<file path="src/rtl/alu_operand_loader.sv">
// Input stage for the 4-bit ALU: debounces the enter button and loads operand A, operand B
// and the opcode from the slide switches on successive presses, then holds them for the ALU.
module alu_operand_loader #(
    parameter int WIDTH           = 4,
    parameter int OPW             = 3,
    parameter int DEBOUNCE_CYCLES = 100000
) (
    input  logic             clk,
    input  logic             rst_n,
    input  logic [WIDTH-1:0] sw,
    input  logic             btn,
    input  logic             clr,
    output logic [WIDTH-1:0] a,
    output logic [WIDTH-1:0] b,
    output logic [OPW-1:0]   op,
    output logic             op_valid,
    output logic [1:0]       state
);

    // state | meaning
    // LOAD_A  | waiting for the press that captures operand A
    // LOAD_B  | waiting for the press that captures operand B
    // LOAD_OP | waiting for the press that captures the opcode
    // SHOW    | all three loaded; next press restarts at LOAD_A
    typedef enum logic [1:0] {
        LOAD_A  = 2'b00,
        LOAD_B  = 2'b01,
        LOAD_OP = 2'b10,
        SHOW    = 2'b11
    } state_t;

    localparam int CW = (DEBOUNCE_CYCLES > 2) ? $clog2(DEBOUNCE_CYCLES) : 1;
    localparam logic [CW-1:0] CNT_LAST = CW'(DEBOUNCE_CYCLES - 1);

    logic [1:0]       sync;
    logic             btn_s;
    logic             deb;
    logic             deb_q;
    logic [CW-1:0]    cnt;
    logic             press;

    state_t           state_q;
    state_t           state_d;
    logic [WIDTH-1:0] a_d;
    logic [WIDTH-1:0] b_d;
    logic [OPW-1:0]   op_d;
    logic             valid_d;

    assign btn_s = sync[1];
    assign press = deb & ~deb_q;

    // Debounce: deb follows btn_s only after it has differed for DEBOUNCE_CYCLES cycles.
    always_ff @(posedge clk or negedge rst_n) begin
        if (!rst_n) begin
            sync  <= '0;
            deb   <= 1'b0;
            deb_q <= 1'b0;
            cnt   <= '0;
        end else begin
            sync  <= {sync[0], btn};
            deb_q <= deb;
            if (btn_s == deb) begin
                cnt <= '0;
            end else if (cnt == CNT_LAST) begin
                deb <= ~deb;
                cnt <= '0;
            end else begin
                cnt <= cnt + CW'(1);
            end
        end
    end

    always_ff @(posedge clk or negedge rst_n) begin
        if (!rst_n) begin
            state_q  <= LOAD_A;
            a        <= '0;
            b        <= '0;
            op       <= '0;
            op_valid <= 1'b0;
        end else begin
            state_q  <= state_d;
            a        <= a_d;
            b        <= b_d;
            op       <= op_d;
            op_valid <= valid_d;
        end
    end

    always_comb begin
        state_d = state_q;
        a_d     = a;
        b_d     = b;
        op_d    = op;
        valid_d = 1'b0;
        // clr wins over a coincident press, which is simply dropped.
        if (clr) begin
            state_d = LOAD_A;
            a_d     = '0;
            b_d     = '0;
            op_d    = '0;
        end else if (press) begin
            unique case (state_q)
                LOAD_A: begin
                    a_d     = sw;
                    state_d = LOAD_B;
                end
                LOAD_B: begin
                    b_d     = sw;
                    state_d = LOAD_OP;
                end
                LOAD_OP: begin
                    op_d    = sw[OPW-1:0];
                    valid_d = 1'b1;
                    state_d = SHOW;
                end
                SHOW: begin
                    state_d = LOAD_A;
                end
                default: state_d = LOAD_A;
            endcase
        end
    end

    assign state = state_q;

endmodule

</file>
<file path="config.mk">
export PLATFORM = sky130hd
export DESIGN_NAME = alu_operand_loader
export DESIGN_NICKNAME = d
export VERILOG_FILES = /design/src/rtl/alu_operand_loader.sv
export SDC_FILE = /design/constraint.sdc
export NUM_CORES = 1
export LEC_CHECK = 0
export CAP_MARGIN = 20
export CORE_MARGIN = 2
export CORE_UTILIZATION = 53
export CTS_BUF_LIST = sky130_fd_sc_hd__clkbuf_4
export CTS_CLUSTER_DIAMETER = 50
export DETAILED_ROUTE_END_ITERATION = 8
export GPL_TIMING_DRIVEN = 1
export HOLD_SLACK_MARGIN = 0.12
export PLACE_DENSITY = 0.89
export SYNTH_ARGS = -nofsm -noshare
export SYNTH_HDL_FRONTEND = slang
export SYNTH_SLANG_ARGS = --single-unit
</file>
<file path="constraint.sdc">
create_clock -name clk -period 2.21 [get_ports clk]
set_input_delay 0.442 -clock clk [delete_from_list [all_inputs] [get_ports clk]]
set_output_delay 0.442 -clock clk [all_outputs]
set_load 0.05 [all_outputs]
</file>
==> run summary <==
Reg2reg path depth: 5
CTS tree: done
Post-Syn Area: 1590 um2
Fill cells: 205
FF+latch count, synth: 35
First-pass GRT wire length: 5390 um
DR DRC count: 0
RR Startpoint: cnt[13]
Peak supply drop: 0.000542 V
Critical path arrival: 1.62 ns
Gate power share: 0.045
Mapped Cells: 160
Final Hold Fails: 0
Clock Latency Late Sink: 0.34 ns
Library cells used by synthesis: 23
Syn. warnings: 0
Setup_tns: 0 ns
Fmax: 486 MHz
Detailed-route via count: 1227
CP Data Required Time: 1.77 ns
Max Buffers Root-to-Sink: 2
CTS Hold Buffers Added: 0
Post-DP HPWL: 2250 um
H-Tree Level Count: 2
Core Area: 2810 um2
Switching share of power: 0.218
Final #Nets: 198
Via density: 5.63
Row cnt: 19
Slew @ Worst Pin: 0.527 ns
Sequential share of power: 0.568
Die area: 3460 um2
Register Area: 876 um2
Leak: 0.765 nW
Die Y: 58.8 um
Syn-to-layout area delta: 19.6%
Clk network pwr share: 0.387
Critical path depth: 1
Multi-input gate area: 649 um2
Number of global-route vias before repair: 1179
Crit-path cells: clkdlybuf4s50_1
Layout cells sized above 1: 0.0856
Post-CTS sizing: 0
# port buffers: 21
Final-report setup violation count: 0
Tot GR Track Use: 0.210
Routed Antenna Nets: 0
Clock root buffer: clkbuf_4
Clk slew on worst S/H paths: 0.09 ns
Syn nets: 172
Pre-antenna DRT Iters: 4
Worst setup EP type: primary output
Skew final: 0.00966 ns
Yosys top cell by area: dfrtp_1
Area after detailed placement: 1830 um2
Final period util: 0.932
Wire per inst: 14.2 um
Rel. slew slack: 0.648
Gr ovfl total: 0
Hold depth: 0
Synth top area share: 0.549
Die Wd: 58.8 um
CP Class: reg -> out
Finished Cell Area: 1910 um2
Max-Cap Viols: 0
Crit-path max FO: 4
Slowest cell on the critical path: clkdlybuf4s50_1
CTS Buf Count: 5
Routed WL: 3110 um
R2R setup slack: 0.41 ns
Max incr delay on CP: 0.85 ns
P_sw: 0.251 mW
RD Place Congestion: 0.843
Ant diodes: 0
First DRT Iteration DRCs: 65
WP buf/inv: 1
I/O pin cnt: 22
Hold path start: sync[0]
Sequential share of the synthesized area: 0.549
Postcts setup bufs: 0
Worst setup path startpoint: state[0]
Synth area leaders: dfrtp_1 55%, xnor2_1 8.2%, nand3_1 5.3%
Worst min path class: reg -> reg
Startpoint types: flop
Initial Utilization: 0.568
Crit path time final: 2.06 ns
Status: completed
RSZ-0062 raised after global routing: no
Initial antenna violation count: 0
Slew Limit Fails: 0
Clock sink count: 35
CP top delay family: buffers and inverters
Power Density: 603 nW/um2
P_int: 0.900 mW
Post-Syn Area per Cell: 9.96 um2
Largest net degree at the start of global routing: 36
## state kept, by name (all words and copies together) (netlist names)
signal and cells:
a 4, cnt 17, op_valid 1, deb 1, state 2, sync 2
op 3, deb_q 1, b 4
## power by group through the flow
stage | clock (mW) | sequential (mW) | combinational, mW
finish | 0.445 | 0.653 | 0.0522
global route | 0.483 | 0.655 | 0.0585
CTS | 0.462 | 0.653 | 0.0532
detailed placement | 0 | 0.666 | 0.0531
global placement | 0 | 0.665 | 0.0501
floorplan | 0 | 0.664 | 0.0227
## Yosys cell counts (all sizes together)
master  instances
or4             1
nor2           24
dfrtp          35
xor2            2
nor2b           1
clkbuf          3
or2             1
nand4           6
nor3            4
buf             4
nand2          18
ha              4
inv             5
nor4            6
or4b            1
nand3          17
a21oi          12
xnor2          15
mux2            1
## final timing paths
| kind | endpoint |
|---|---|
| setup / recovery | state[0] |
| hold / removal | sync[1] |
| setup reg to reg | cnt[3] |
| hold reg to reg | sync[1] |
| max in group asynchronous | cnt[11] |
| min in group asynchronous | deb |
## layer usage
metal / up-vias / share of wire / global-route usage
li1: 591 / - / -
met1: 590 / 0.45 / 0.275
met2: 36 / 0.48 / 0.319
met3: 10 / 0.047 / 0.0659
met4: 0 / 0.026 / 0.101
met5: - / 0 / 0
## cell usage in the layout, fill, tap and decap left out, types with 4 or more instances in the layout
cell and instances:
dfrtp_1 35, nor2_1 22, clkdlybuf4s50_1 21, nand2_1 18, nand3_1 17, xnor2_1 15
a21oi_1 12, nand4_1 6, nor4_1 5, inv_1 5, clkbuf_4 5, buf_4 5
nor3_1 4, ha_1 4
## per-stage QoR
stage	util	hold slack, ns	worst slack [ns]	power (mW)	instances
6_report	0.680	0.356	0.151	1.15	218
5_1_grt	0.680	0.370	0.115	1.20	218
4_1_cts	0.680	0.358	0.133	1.17	218
3_5_place_dp	0.653	0.335	0.399	0.719	210
3_3_place_gp	0.653	0.335	0.481	0.715	210
2_1_floorplan	-	0.146	0.463	0.687	160
## final cells by class
| type | count | area share |
|---|---|---|
| sequential | 35 | 0.459 |
| timing repair buffer | 26 | 0.130 |
| inverter | 5 | 0.00984 |
| tap | 31 | 0.0203 |
| clock buffer | 5 | 0.0197 |
| clock inverter | 3 | 0.0203 |
| multi-input combinational | 113 | 0.341 |
## logic make-up (layout without fill, tap and decap cells)
group | count (synthesis) | count (layout) | synth area share
compound gates | 12 | 12 | 0.0377
simple gates | 79 | 79 | 0.238
buf+inv | 12 | 39 | 0.0432
flops | 35 | 35 | 0.549
mux | 1 | 1 | 0.00706
fa+ha+maj | 4 | 4 | 0.0314
xor+xnor | 17 | 17 | 0.0934
Note: power is estimated with default switching activity, not from simulation.
